--- config.mk ---
export PLATFORM = sky130hd
export DESIGN_NAME = run_control_flat
export DESIGN_NICKNAME = d
export VERILOG_FILES = /design/src/rtl/cpu_ctrl_pkg.sv /design/src/rtl/run_control_if.sv /design/src/rtl/button_debounce.sv /design/src/rtl/run_control.sv /design/src/flat_wrapper.sv
export SDC_FILE = /design/constraint.sdc
export NUM_CORES = 1
export LEC_CHECK = 0
export ABC_CLOCK_PERIOD_IN_PS = 1800
export CORE_MARGIN = 2
export CORE_UTILIZATION = 43
export CTS_CLUSTER_DIAMETER = 200
export DETAILED_ROUTE_END_ITERATION = 8
export SLEW_MARGIN = 0
export SYNTH_ARGS = -nofsm -noshare
export SYNTH_HDL_FRONTEND = slang
export SYNTH_SLANG_ARGS = --single-unit
--- constraint.sdc ---
create_clock -name clk -period 1.8 [get_ports clk]
set_clock_uncertainty 0.15 [all_clocks]
set_input_delay 0.18 -clock clk [delete_from_list [all_inputs] [get_ports clk]]
set_output_delay 0.18 -clock clk [all_outputs]
set_load 0.05 [all_outputs]
--- src/rtl/cpu_ctrl_pkg.sv ---
// cpu_ctrl_pkg: run-state encoding and instruction-cycle length shared with the clock generator
package cpu_ctrl_pkg;
  typedef enum logic [1:0] {HALTED = 2'd0, RUN = 2'd1, STEP = 2'd2} run_state_t;
  localparam int PHASES = 3;
endpackage

--- src/rtl/run_control_if.sv ---
// run_control_if: front-panel buttons, CPU halt pulse and clock-generator control outputs
interface run_control_if;
  logic btn_run;
  logic btn_step;
  logic btn_halt;
  logic hlt_instr;
  logic halt;
  logic reset;
  logic running;
  logic stepping;
  modport master (output btn_run, btn_step, btn_halt, hlt_instr, input halt, reset, running, stepping);
  modport slave (input btn_run, btn_step, btn_halt, hlt_instr, output halt, reset, running, stepping);
endinterface

--- src/rtl/button_debounce.sv ---
// button_debounce: 2-flop synchroniser, stability counter and one-cycle press strobe
module button_debounce #(
  parameter int DEBOUNCE_CYCLES = 16
) (
  input  logic clk,
  input  logic reset_n,
  input  logic btn,
  output logic press
);
  localparam int CW = $clog2(DEBOUNCE_CYCLES + 1);
  logic s1, s2, lvl, flip;
  logic [CW-1:0] cnt;
  // the sample that would make the count reach DEBOUNCE_CYCLES flips the level directly
  assign flip = (s2 != lvl) && (cnt == CW'(DEBOUNCE_CYCLES - 1));
  always_ff @(posedge clk or negedge reset_n)
    if (!reset_n) begin
      s1    <= 1'b0;
      s2    <= 1'b0;
      lvl   <= 1'b0;
      cnt   <= '0;
      press <= 1'b0;
    end else begin
      s1    <= btn;
      s2    <= s1;
      lvl   <= flip ? s2 : lvl;
      cnt   <= (s2 == lvl || flip) ? '0 : cnt + CW'(1);
      press <= flip & s2;
    end
endmodule

--- src/rtl/run_control.sv ---
// run_control: button-driven HALTED/RUN/STEP sequencer with stretched reset for the clock generator
module run_control
  import cpu_ctrl_pkg::*;
#(
  parameter int DEBOUNCE_CYCLES = 16,
  parameter int RESET_HOLD      = 4,
  parameter int PHASES          = cpu_ctrl_pkg::PHASES
) (
  input logic         clk,
  input logic         reset_n,
  run_control_if.slave bus
);
  localparam int RW = $clog2(RESET_HOLD + 1);
  localparam int PW = $clog2(PHASES + 1);
  localparam logic [1:0] ST_HALTED = HALTED;
  localparam logic [1:0] ST_RUN    = RUN;
  localparam logic [1:0] ST_STEP   = STEP;
  logic run_p, step_p, halt_p, reset_q, last;
  logic [RW-1:0] rcnt;
  logic [PW-1:0] ph;
  logic [1:0] state, nxt;
  button_debounce #(.DEBOUNCE_CYCLES(DEBOUNCE_CYCLES)) u_run  (.clk(clk), .reset_n(reset_n), .btn(bus.btn_run),  .press(run_p));
  button_debounce #(.DEBOUNCE_CYCLES(DEBOUNCE_CYCLES)) u_step (.clk(clk), .reset_n(reset_n), .btn(bus.btn_step), .press(step_p));
  button_debounce #(.DEBOUNCE_CYCLES(DEBOUNCE_CYCLES)) u_halt (.clk(clk), .reset_n(reset_n), .btn(bus.btn_halt), .press(halt_p));
  always_ff @(posedge clk or negedge reset_n)
    if (!reset_n) begin
      reset_q <= 1'b1;
      rcnt    <= '0;
    end else if (reset_q) begin
      reset_q <= rcnt != RW'(RESET_HOLD - 1);
      rcnt    <= rcnt + RW'(1);
    end
  // a step always runs its full cycle: strobes and hlt_instr are ignored in STEP
  always_comb begin
    last = ph == PW'(PHASES - 1);
    nxt  = state == ST_HALTED ? (halt_p ? ST_HALTED : step_p ? ST_STEP : run_p ? ST_RUN : ST_HALTED) :
           state == ST_RUN    ? ((halt_p || bus.hlt_instr) ? ST_HALTED : ST_RUN) :
           state == ST_STEP   ? (last ? ST_HALTED : ST_STEP) : ST_HALTED;
  end
  always_ff @(posedge clk or negedge reset_n)
    if (!reset_n) begin
      state <= ST_HALTED;
      ph    <= '0;
    end else if (reset_q) begin
      state <= ST_HALTED;
      ph    <= '0;
    end else begin
      state <= nxt;
      ph    <= (state == ST_STEP && !last) ? ph + PW'(1) : '0;
    end
  assign bus.halt     = state == ST_HALTED;
  assign bus.running  = state == ST_RUN;
  assign bus.stepping = state == ST_STEP;
  assign bus.reset    = reset_q;
endmodule

--- src/flat_wrapper.sv ---
// flat-port wrapper written by rule: the top's interface ports become plain ports
module run_control_flat import cpu_ctrl_pkg::*;
#(
  parameter int DEBOUNCE_CYCLES = 16,
  parameter int RESET_HOLD      = 4,
  parameter int PHASES          = cpu_ctrl_pkg::PHASES
)
  (clk, reset_n, bus_btn_run, bus_btn_step, bus_btn_halt, bus_hlt_instr, bus_halt, bus_reset, bus_running, bus_stepping);
  run_control_if bus_i ();
  input logic clk;
  input logic reset_n;
  input wire logic [$bits(bus_i.btn_run)-1:0] bus_btn_run;
  input wire logic [$bits(bus_i.btn_step)-1:0] bus_btn_step;
  input wire logic [$bits(bus_i.btn_halt)-1:0] bus_btn_halt;
  input wire logic [$bits(bus_i.hlt_instr)-1:0] bus_hlt_instr;
  output wire logic [$bits(bus_i.halt)-1:0] bus_halt;
  output wire logic [$bits(bus_i.reset)-1:0] bus_reset;
  output wire logic [$bits(bus_i.running)-1:0] bus_running;
  output wire logic [$bits(bus_i.stepping)-1:0] bus_stepping;
  assign bus_i.btn_run = bus_btn_run;
  assign bus_i.btn_step = bus_btn_step;
  assign bus_i.btn_halt = bus_btn_halt;
  assign bus_i.hlt_instr = bus_hlt_instr;
  assign bus_halt = bus_i.halt;
  assign bus_reset = bus_i.reset;
  assign bus_running = bus_i.running;
  assign bus_stepping = bus_i.stepping;
  run_control #(.DEBOUNCE_CYCLES(DEBOUNCE_CYCLES), .RESET_HOLD(RESET_HOLD), .PHASES(PHASES)) u_core (.clk(clk), .reset_n(reset_n), .bus(bus_i));
endmodule
Word level (Yosys, flattened, before mapping)
Cells that the tools add are included.
{"block": "op_classes", "n_addsub": 5, "mul": 0, "div": 0, "n_lt_le_gt_ge": 0, "eq_ne": 13, "shifts": 0, "mux": 15, "bitwise": 3, "reduce_logical": 10}
{"op": "2-to-1 mux 2 bit", "n": 9}
{"op": "adder 5 x 1 -> 5 bit (second input constant)", "n": 3}
{"op": "equality test 5 x 4 -> 1 bit (second input constant)", "n": 3}
{"op": "2-to-1 mux 5 bit", "n": 3}
{"op": "equality test 2 bit (second input constant)", "n": 2}
{"op": "logical AND 1 bit", "n": 4}
{"op": "logical OR 1 bit", "n": 4}
{"op": "adder 3 x 1 -> 3 bit (second input constant)", "n": 1}
{"op": "bitwise AND 1 bit", "n": 3}
{"op": "equality test 1 bit", "n": 3}
{"op": "2-to-1 mux 1 bit", "n": 3}
{"op": "inequality test 1 bit", "n": 3}
{"op": "inequality test 3 x 2 -> 1 bit (second input constant)", "n": 1}
{"op": "adder 2 x 1 -> 2 bit (second input constant)", "n": 1}
{"op": "equality test 2 x 1 -> 1 bit (second input constant)", "n": 1}
{"op": "zero test 2 bit", "n": 1}
{"op": "zero test 1 bit", "n": 1}
{"block": "totals", "reg_bits": 35, "latchBits": 0, "ram_bits": 0, "mem_bits_ro": 0, "output_inout_bits": 4, "elab_cells": 65, "mem_count": 0}

Logic depth before layout (Yosys ltp)
{"block": "logic_depth", "ltp_word": 6, "mapped_depth": 5, "mapped_depth_nobuf": 5}

Cells and area by module
From an unflattened synthesis, not the netlist that was laid out.
{"block": "unflattened", "hier_cells": 111, "area_unflattened_um2": 1428.9}
{"mod": "button_debounce", "instances": 3, "cells_each": 27, "area_each_um2": 350.3, "seq_area_each_um2": 225.2}
{"mod": "run_control", "instances": 1, "cells_each": 30, "area_each_um2": 377.9, "seq_area_each_um2": 201.4}

Worst setup path after synthesis
OpenSTA, ideal clock, no wires.
{"block": "synth_path", "path_kind": "reg2reg", "start": "register u_core.reset_q, in the netlist u_core.bus.reset", "end": "register u_core.rcnt[1]", "arrival_ns": 1.310, "path_slack_ns": 0.215, "path_stages_with_launch": 3, "period_less_slack_ns": 1.585, "path_cell_list": "dfstp_2 clkbuf_1 mux2_2"}
{"item": "start, declared", "line": "run_control.sv:18", "rtl": "logic run_p, step_p, halt_p, reset_q, last;"}
{"item": "start signal, assigned", "line": "run_control.sv:30", "rtl": "reset_q <= rcnt != RW'(RESET_HOLD - 1);"}
{"item": "end signal, assigned", "line": "run_control.sv:31", "rtl": "rcnt <= rcnt + RW'(1);"}
{"item": "end, declared", "line": "run_control.sv:19", "rtl": "logic [RW-1:0] rcnt;"}
No word-level cell between the ends.

Final worst setup path
{"block": "layout_path", "start": "register u_core.u_step.cnt[0]", "end": "register u_core.u_step.cnt[3]"}
{"block": "layout_between", "elab_chain_cells": 4, "word_cells_on_any_way": 5, "cone_classes": "add/sub (1); eq/ne (1); mux (1); reduce/logical (2)"}
{"item": "start, declared", "line": "button_debounce.sv:12", "rtl": "logic [CW-1:0] cnt;"}
{"item": "start signal, assigned", "line": "button_debounce.sv:26", "rtl": "cnt <= (s2 == lvl || flip) ? '0 : cnt + CW'(1);"}
{"item": "branches (longest 3 deep; another with adder 5 x 1 -> 5 bit)"}
{"item": "2-to-1 mux 5 bit *", "line": "button_debounce.sv:26"}
Every way passes the cells marked *.
A chain may end at the register's enable or synchronous reset.

==> flow_summary.ini <==
[flow_run]
drv_cap = 0

[logic_synthesis]
ys_warn_count = 0
synth-edff-count = 0
yosysUniqueCellTypes = 28
synthesis.nets = 126
syn-instance-count = 111
avgSynthCellArea_um2 = 12.7
synth_flop_cell = dfrtp_1
ys_ff_latch = 35
synth_area_um2 = 1410
async_reset_ff_share_pct = 100
ys_seq_area_share_pct = 62.3

[drt]
drt-pass1-iter-count = 4
ant_nets = 0
drc = 0
drt-initial-drc-count = 22
vias = 845
post_drt_wl_per_cell_um = 11.7
via_per_inst = 4.91
drt_wl_total_mm = 2.01

[critical_path]
worstReg2RegStart = u_core.u_step.cnt[0]
arrival_ps = 1770
startpoint = u_core.u_step.cnt[0]
crit_top_cell = ha_2
max_stage_delay_ps = 420
crit_required_ps = 1870
r2r_cells = 5
r2r_end = u_core.u_step.cnt[3]
reg2reg_slack_ps = 110
worst_setup_path_end_kind = register
critPathCapture = u_core.u_step.cnt[3]
critical_path.top_delay_family = simple AND/OR/NAND/NOR gates
crit_path_start_kind = register
critPathKind = register to register
path_buf_inv = 0
crit_fanout = 7
cp_num_cells = 5
crit_slowest_cell = dfrtp_1
crit_chain = ha_2 -> and3_1 -> ha_2 -> o21bai_1 -> nor4_1

[placement]
placed_area_um2 = 1580
place_ws_ps = 116
dp.cells = 164
io_buffers = 9
dp_hpwl_mm = 1.40
place_congestion = 0.692

[final_layout]
diodes = 0
syn2layout_area_growth_pct = 18.1
utilization_pct = 54.0
finalNonFillerCells = 172
regArea_um2 = 877
design_area_um2 = 1660
fillers = 280
drive_gt1_share_pct = 15.6
nets = 142
multiInputGateArea_um2 = 507

[power_and_ir_drop]
power.switching_mw = 0.288
switching_share_pct = 21.2
seq_power_share_pct = 60.6
cellPowerDensity_nw_per_um2 = 820
intPower_mw = 1.07
peakVddDrop_mv = 0.498
p_leak_nw = 0.751
combinationalPowerShare_pct = 5.1
clkPwrFrac_pct = 34.3

[grt]
antenna_found_initial = 0
grt_overflow = 0
grt_max_degree = 36
grt_pass1_vias = 851
grt_first_pass_wirelength_mm = 3.70
grt_usage_pct = 14.0

[cts]
cts-buffers-inserted = 5
cts_resized = 0
cts_tree = yes
clock_latency_ps = 330
clockRootBuffer = clkbuf_4
cts_hold_buf = 0
postCtsSetupRepairBufs = 0
cts-htree-levels = 2
clock_sinks = 35
cts_buffer_depth = 2
clkTransAtPathRegs_ps = 100

[timing]
setup_viol = 0
worst_slack_ps = 106
hold_viol = 0
fin_crit_sh_pct = 94.1
drv_slew = 0
final.setup.tns_ps = 0
fmaxAchievable_ghz = 0.590
post-route-min-period_ps = 1690
rsz0062_at_grt = false
maxSlewHeadroom_pct = 70.8
tightest_slew_ps = 435

[hold_path]
hp-class = input port to asynchronous set/reset pin

[floorplan]
rows = 20
chipHeight_um = 61.2
core_area_um2 = 3080
fp.dieW_um = 61.2
dieArea_um2 = 3750
start_util_pct = 45.7
io_pins = 10

[outcome]
outcome = finished, final reports clean
==> cells in the final DEF (no fill, tap or decap), drive strengths merged <==
cell type       n
inv             8
nand2b          1
dfrtp          34
xor2            1
a2111oi         1
and2b           1
nor2            6
clkbuf          8
o21bai          3
nor2b           2
nand2           3
o21ai           3
or3b            2
ha              9
a21oi           3
nor3            9
xnor2           6
and3            3
a211oi          1
or4b            1
mux2i           1
nor3b           3
or2b            1
mux2            1
nor4            3
and4            3
clkdlybuf4s50   5
dfstp           1
buf             5
==> worst min path at each step <==
stage / startpoint / end / slack [ps] / cells after the start
2_1_floorplan: reset_n / u_core.ph[0] / -270 / 0
3_3_place_gp: u_core.u_step.s1 / u_core.u_step.s2 / 180 / 0
3_5_place_dp: u_core.u_run.s1 / u_core.u_run.s2 / 190 / 0
4_1_cts: reset_n / u_core.state[1] / 40 / 2
5_1_grt: reset_n / u_core.rcnt[2] / 40 / 2
6_report: reset_n / u_core.state[1] / 50 / 2
==> cell usage after synthesis (2+ instances only) <==
library cell	count	area, µm²
dfrtp_1	34	851
ha_1	9	113
nor3_1	9	45.0
inv_1	8	30.0
nor2_1	6	22.5
xnor2_1	6	52.6
a21oi_1	3	15.0
and3_1	3	18.8
and4_1	3	26.3
nand2_1	3	11.3
nor3b_1	3	22.5
nor4_1	3	18.8
o21ai_0	3	15.0
o21bai_1	3	22.5
nor2b_1	2	12.5
==> per-layer routing <==
layer	GRT usage, %	up-vias	share of wire, %
li1	-	419	-
met1	16.6	407	46
met2	22.5	14	47
met3	6.30	5	5.4
met4	5.59	0	1.6
met5	0	-	0
==> stage by stage <==
step                      power (mW)  hold slack [ps]
after floorplan                0.871             -266
after global placement         0.908              182
after detailed placement       0.914              188
after CTS                       1.39             43.9
after global routing            1.44             38.3
final                           1.36             51.3
==> registers in the layout (all words and copies together), names as in the netlist <==
register,cells
u_core.u_halt.lvl,1
u_core.u_halt.cnt,5
u_core.ph,2
u_core.u_run.cnt,5
u_core.u_halt.s1,1
u_core.u_run.press,1
u_core.u_step.s2,1
u_core.u_halt.s2,1
u_core.u_run.s2,1
u_core.u_step.s1,1
u_core.bus.reset,1
u_core.u_halt.press,1
u_core.u_run.lvl,1
u_core.u_run.s1,1
u_core.u_step.cnt,5
u_core.u_step.lvl,1
u_core.u_step.press,1
u_core.state,2
u_core.rcnt,3
==> power groups by stage <==
stage	registers [mW]	clock network (mW)	logic [mW]
6_report	0.826	0.467	0.0699
3_5_place_dp	0.841	0	0.0722
3_3_place_gp	0.840	0	0.0685
4_1_cts	0.826	0.490	0.0729
5_1_grt	0.830	0.529	0.0823
2_1_floorplan	0.838	0	0.0335
==> final cells by class <==
cell class              count  area share, %
inverters                   8           1.81
flip-flops and latches     35           52.7
well taps                  44           3.31
clock buffers               8           4.14
multi-input cells          67           30.5
repair buffers             10           7.52
==> cell families (layout without fill, tap and decap cells) <==
| logic type | after synthesis | in the layout | synth area share [%] |
|---|---|---|---|
| compound gates | 11 | 11 | 5.33 |
| xor+xnor | 7 | 7 | 4.36 |
| fa+ha+maj | 9 | 9 | 8.00 |
| buf+inv | 9 | 26 | 2.40 |
| flops | 35 | 35 | 62.3 |
| mux | 2 | 2 | 1.51 |
| simple gates | 38 | 38 | 16.1 |
No activity file was read; power rests on OpenSTA's default activity.
